### config.mk
export PLATFORM = sky130hd
export DESIGN_NAME = fc_scheduler
export DESIGN_NICKNAME = d
export VERILOG_FILES = /design/src/rtl/fc_pkg.sv /design/src/rtl/fc_mac.sv /design/src/rtl/fc_scheduler.sv
export SDC_FILE = /design/constraint.sdc
export NUM_CORES = 1
export LEC_CHECK = 0
export ABC_AREA = 0
export BUFFER_PORTS_ARGS = -buffer_cell sky130_fd_sc_hd__buf_2
export CORE_MARGIN = 10
export CORE_UTILIZATION = 55
export DETAILED_ROUTE_END_ITERATION = 7
export PLACE_DENSITY = 0.8
export SYNTH_ARGS = -nofsm -noshare
export SYNTH_HDL_FRONTEND = slang
export SYNTH_SLANG_ARGS = --single-unit
### constraint.sdc
create_clock -name clk -period 9.92 [get_ports clk]
set_input_delay 0 -clock clk [delete_from_list [all_inputs] [get_ports clk]]
set_output_delay 0 -clock clk [all_outputs]
set_load 0.1 [all_outputs]
### src/rtl/fc_pkg.sv
// Shared sizing constants and state encoding for the fully-connected layer scheduler.
package fc_pkg;
    localparam int INPUT_NUM     = 144;
    localparam int OUTPUT_NUM    = 10;
    localparam int DATA_BITS     = 8;
    localparam int BUF_W         = 15;
    localparam int ROM_BIAS_BASE = INPUT_NUM * OUTPUT_NUM;
    localparam int FC_OUT_W      = 18;
    localparam int ACC_W         = 26;
    localparam int DIV_SHIFT     = 5;

    typedef enum logic [2:0] {
        IDLE,
        FETCH,
        BIAS,
        DRAIN,
        EMIT,
        CLASS
    } fc_state_t;
endpackage

### src/rtl/fc_mac.sv
// Multiply-accumulate datapath: scaled product, running sum, bias add and output saturation.
module fc_mac #(
    parameter int DATA_BITS = fc_pkg::DATA_BITS
) (
    input  logic                                clk,
    input  logic                                rst,
    input  logic                                clear,
    input  logic                                acc_en,
    input  logic                                bias_en,
    input  logic signed [fc_pkg::BUF_W-1:0]     buf_data,
    input  logic signed [DATA_BITS-1:0]         rom_data,
    output logic signed [fc_pkg::FC_OUT_W-1:0]  neuron_out
);
    import fc_pkg::*;

    localparam int PW = BUF_W + DATA_BITS;
    localparam logic signed [ACC_W:0] SAT_MAX = (ACC_W + 1)'((2 ** (FC_OUT_W - 1)) - 1);
    localparam logic signed [ACC_W:0] SAT_MIN = ~SAT_MAX;

    logic signed [PW-1:0]       prod;
    logic signed [PW-1:0]       prod_adj;
    logic signed [PW-1:0]       prod_div;
    logic signed [ACC_W-1:0]    prod_ext;
    logic signed [ACC_W-1:0]    acc_q;
    logic signed [ACC_W:0]      acc_ext;
    logic signed [ACC_W:0]      bias_ext;
    logic signed [ACC_W:0]      sum;
    logic signed [FC_OUT_W-1:0] sat_val;

    assign prod = buf_data * rom_data;

    // Negative products get a (divisor-1) bias so the arithmetic shift rounds toward zero.
    always_comb begin
        prod_adj = prod;
        if (prod[PW-1]) begin
            prod_adj = prod + PW'((1 << DIV_SHIFT) - 1);
        end
        prod_div = prod_adj >>> DIV_SHIFT;
    end

    assign prod_ext = prod_div;
    assign acc_ext  = acc_q;
    assign bias_ext = rom_data;
    assign sum      = acc_ext + bias_ext;

    always_comb begin
        sat_val = sum[FC_OUT_W-1:0];
        if (sum > SAT_MAX) begin
            sat_val = SAT_MAX[FC_OUT_W-1:0];
        end else if (sum < SAT_MIN) begin
            sat_val = SAT_MIN[FC_OUT_W-1:0];
        end
    end

    always_ff @(posedge clk) begin
        if (rst) begin
            acc_q      <= '0;
            neuron_out <= '0;
        end else begin
            if (clear) begin
                acc_q <= '0;
            end else if (acc_en) begin
                acc_q <= acc_q + prod_ext;
            end
            if (bias_en) begin
                neuron_out <= sat_val;
            end
        end
    end
endmodule

### src/rtl/fc_scheduler.sv
// Sequences one fully-connected layer pass: address generation, per-neuron handshake and argmax.
//   state | meaning
//   IDLE  | waiting for start
//   FETCH | issue buffer/weight address j for neuron n
//   BIAS  | issue bias address for neuron n
//   DRAIN | last product lands, bias added, result registered
//   EMIT  | neuron_out presented until out_ready
//   CLASS | one-cycle argmax result
module fc_scheduler #(
    parameter int INPUT_NUM  = fc_pkg::INPUT_NUM,
    parameter int OUTPUT_NUM = fc_pkg::OUTPUT_NUM,
    parameter int DATA_BITS  = fc_pkg::DATA_BITS
) (
    input  logic                                clk,
    input  logic                                rst,
    input  logic                                start,
    output logic [7:0]                          buf_addr,
    input  logic signed [fc_pkg::BUF_W-1:0]     buf_data,
    output logic [10:0]                         rom_addr,
    input  logic signed [DATA_BITS-1:0]         rom_data,
    output logic signed [fc_pkg::FC_OUT_W-1:0]  neuron_out,
    output logic [3:0]                          neuron_idx,
    output logic                                neuron_valid,
    input  logic                                out_ready,
    output logic [3:0]                          class_out,
    output logic                                class_valid,
    output logic                                busy
);
    import fc_pkg::*;

    localparam int BIAS_BASE = INPUT_NUM * OUTPUT_NUM;

    fc_state_t                  state_q;
    fc_state_t                  state_d;
    logic [7:0]                 j_q;
    logic [3:0]                 n_q;
    logic                       fetch_d_q;
    logic signed [FC_OUT_W-1:0] max_q;
    logic [3:0]                 max_idx_q;
    logic                       last_j;
    logic                       last_n;
    logic                       start_ok;
    logic                       emit_accept;
    logic                       acc_clear;
    logic                       new_max;

    assign last_j      = (j_q == 8'(INPUT_NUM - 1));
    assign last_n      = (n_q == 4'(OUTPUT_NUM - 1));
    assign start_ok    = (state_q == IDLE) && start;
    assign emit_accept = (state_q == EMIT) && out_ready;
    assign acc_clear   = start_ok || (emit_accept && !last_n);
    // Neuron 0 always seeds the max; later neurons must be strictly larger so ties keep the lower index.
    assign new_max     = (n_q == '0) || (neuron_out > max_q);

    assign neuron_valid = (state_q == EMIT);
    assign class_valid  = (state_q == CLASS);
    assign busy         = (state_q != IDLE);
    assign neuron_idx   = n_q;

    always_comb begin
        state_d  = state_q;
        buf_addr = '0;
        rom_addr = '0;
        case (state_q)
            IDLE: begin
                if (start) state_d = FETCH;
            end
            FETCH: begin
                buf_addr = j_q;
                rom_addr = 11'(int'(n_q) * INPUT_NUM + int'(j_q));
                if (last_j) state_d = BIAS;
            end
            BIAS: begin
                rom_addr = 11'(BIAS_BASE + int'(n_q));
                state_d  = DRAIN;
            end
            DRAIN: state_d = EMIT;
            EMIT: begin
                if (out_ready) state_d = last_n ? CLASS : FETCH;
            end
            CLASS: state_d = IDLE;
            default: state_d = IDLE;
        endcase
    end

    always_ff @(posedge clk) begin
        if (rst) begin
            state_q   <= IDLE;
            j_q       <= '0;
            n_q       <= '0;
            fetch_d_q <= 1'b0;
            max_q     <= '0;
            max_idx_q <= '0;
            class_out <= '0;
        end else begin
            state_q   <= state_d;
            fetch_d_q <= (state_q == FETCH);
            if (start_ok) begin
                j_q <= '0;
                n_q <= '0;
            end
            if (state_q == FETCH) begin
                j_q <= last_j ? '0 : j_q + 8'd1;
            end
            if (emit_accept) begin
                n_q <= last_n ? '0 : n_q + 4'd1;
                if (new_max) begin
                    max_q     <= neuron_out;
                    max_idx_q <= n_q;
                end
                if (last_n) begin
                    class_out <= new_max ? n_q : max_idx_q;
                end
            end
        end
    end

    fc_mac #(
        .DATA_BITS (DATA_BITS)
    ) u_mac (
        .clk        (clk),
        .rst        (rst),
        .clear      (acc_clear),
        .acc_en     (fetch_d_q),
        .bias_en    (state_q == DRAIN),
        .buf_data   (buf_data),
        .rom_data   (rom_data),
        .neuron_out (neuron_out)
    );
endmodule

==> summary.txt <==
CTS
  – Postcts setup bufs: 0
  – Clock H-tree levels: 3
  – Reg clk slew, reported paths: 70 ps
  – Root Buffer: clkbuf_16
  – CTS buffer count: 9
  – TritonCTS Sinks: 86
  – CTS tree: built
  – Deepest clock path buffer count: 2
  – Post-cts repair resize count: 0
  – Clock network latency to the later pin of the worst-skew pair: 350 ps

Worst hold path
  – Min-Delay Path Class: in2reg
  – Worst Hold Path Cells: 4

Finish
  – Footprint of the multi-input gates: 9040 sq um
  – Antenna Cells: 0
  – Register area: 1720 sq um
  – FILL cells: 1883
  – Final Core Density: 59.8%
  – Area grow syn2layout: 7.39%
  – Most common cell after layout, fill and taps aside: inv_1
  – Commonest non-fill, non-tap cells in the layout: inv_1, nor2_1, ha_1
  – Post-route cell area: 12500 sq um
  – Share of layout cells above drive strength 1: 8.34%
  – # nets final: 1736

Floorplanning
  – Die Width: 166 um
  – IO Pins: 75
  – Initial cell density of the core: 55.7%
  – Die Ht: 166 um
  – DIE AREA: 27400 sq um
  – Rows: 53
  – Core box area: 21000 sq um

Timing
  – Final setup fails: 0
  – Fin crit period: 8120 ps
  – Slew HR: 21.8%
  – RSZ-0062 raised after global routing: false
  – Crit share post-route: 81.8%
  – Fin worst setup slack: 1800 ps
  – Final Hold Viols: 0
  – Max Slew Vio Count: 0
  – Fmax achieved: 0.123 GHz
  – Worst Skew: 10.3 ps
  – Worst-margin pin slew: 1170 ps
  – Setup TNS: 0 ps

Synth
  – Area of the mapped netlist: 11700 sq um
  – Post-synth top area cell: fa_1
  – Cells after Synth: 1454
  – Synthesis warning total: 0
  – Post-synthesis register bit count: 86
  – Number of flops mapped to enable cells by yosys: 0
  – Top FF cell, synth: dfxtp_1
  – Post-synthesis sequential area ratio: 14.8%
  – Synth top area cells: fa_1, dfxtp_1, ha_1
  – Yosys cell types: 86
  – Syn_nets: 1697
  – Post-synth top area share: 17.2%
  – Average size of a mapped cell: 8.02 sq um
  – Post-synth ARST share: 0%

Worst setup path
  – Arr. time, crit path: 8380 ps
  – Worst Path Buf+Inv: 4
  – Crit path required time: 10180 ps
  – Max incr delay on CP: 550 ps
  – Critical Path Stages: 30
  – Critical path's top delay family: adder cells
  – Critical path's slowest cell: or4_1
  – Critical path class: in2reg
  – Most frequent CP cell: fa_1
  – Startpoint Class: input pin
  – CP endpoint kind: flop
  – Crit-path max FO: 13
  – R2R cell count: 11

Drt
  – Via/cell ratio: 5.77
  – Met2 routed WL: 13.3 mm
  – DR WL/cell: 15.4 um
  – Via count: 10.2k
  – Top Layer Used: met4
  – Post-DRT Antenna Nets: 0
  – Remaining DRCs: 0
  – Final wirelength: 27.3 mm
  – Initial DRC count: 737
  – First-pass DRT Iterations: 5
  – Met3 WL: 1.34 mm
  – M1 WL: 12.3 mm

GRT
  – Largest net degree at the start of global routing: 63
  – Antenna violations before repair: 0
  – Grt ovf: 0
  – GRT Total Usage: 19.7%
  – First-pass GRT wire length: 47.9 mm
  – Vias in the first global route: 10.2k

Place
  – PortBufs: 74
  – Pre-CTS WS: 1500 ps
  – Placed cell area: 12200 sq um
  – Dpl hpwl: 21.7 mm
  – GPL Wtd Cong: 0.896

Power
  – Leak: 5.94 nW
  – Tot Pwr: 0.00399 W
  – VDD IR max: 0.216 mV
  – Pwr Density: 319 nW/um^2

Job
  – Max-cap violations: 0

Run status
  – Status: completed
==> layer usage <==
layer / vias to the layer above / global-route usage, %
met1: 4907 / 25.6
li1: 5009 / -
met4: 0 / 4.35
met2: 284 / 33.8
met5: - / 0
met3: 29 / 2.74
==> final timing paths <==
path                          to  slack [ps]      startpoint
min                   state_q[0]         160           start
min reg2reg         class_out[2]         480    class_out[2]
max reg2reg  u_mac.neuron_out[7]        5750  u_mac.acc_q[1]
max              u_mac.acc_q[19]        1800     rom_data[7]
==> tightest hold or removal path, cell delays in order <==
cell     delay, ps
buf_2           90
o211a_1        180
nand2_1         60
a21oi_1        120
==> per-stage QoR <==
stage,hold slack [ps],cells
6_report,158,1773
2_1_floorplan,192,1454
4_1_cts,155,1773
3_3_place_gp,334,1756
5_1_grt,190,1773
3_5_place_dp,340,1756
==> flip-flops by register name, summed over array words and instances, names as in the netlist <==
signal and flops:
max_q 18, fetch_d_q 1, u_mac.neuron_out 18, class_out 4, u_mac.acc_q 26, max_idx_q 4, j_q 8, neuron_idx 4
state_q 3
==> cell families after synthesis <==
kind of cell | synth area share, %
AO/OA/AOI/OAI | 17.0
adder cells (fa/ha/maj) | 29.6
XOR/XNOR | 5.56
buffers and inverters | 7.71
AND/OR/NAND/NOR | 22.8
multiplexers | 2.57
flip-flops | 14.8
==> where the power goes <==
group          internal (W)  total, W  leakage [nW]  switching, W
sequential         0.000377  0.000423         0.695     0.0000459
combinational       0.00127   0.00321          5.10       0.00194
clock              0.000201  0.000356         0.149      0.000155
==> synthesized netlist by cell type (all sizes together), types with 16 or more instances <==
cell,instances
nand3,34
nor3,25
nand4,16
a21oi,74
and2,96
mux2i,30
nor2,155
o21ai,59
a21o,30
dfxtp,86
xnor2,52
nand2,99
a211oi,34
ha,116
clkbuf,43
inv,186
fa,100
xor2,22
==> cell type report <==
cell class	count	area share (%)
timing repair buffer	79	3.28
sequential	86	13.7
multi-input combinational	1131	72.2
inverter	186	5.57
tap	275	2.75
clock buffer	9	1.80
clock inverter	7	0.669
==> timing repair <==
action	CTS	global route
hold buffers	1	0
hold endpoints to repair	1	0
endpoints found under the setup margin	0	0
No activity file was read; power rests on OpenSTA's default activity.
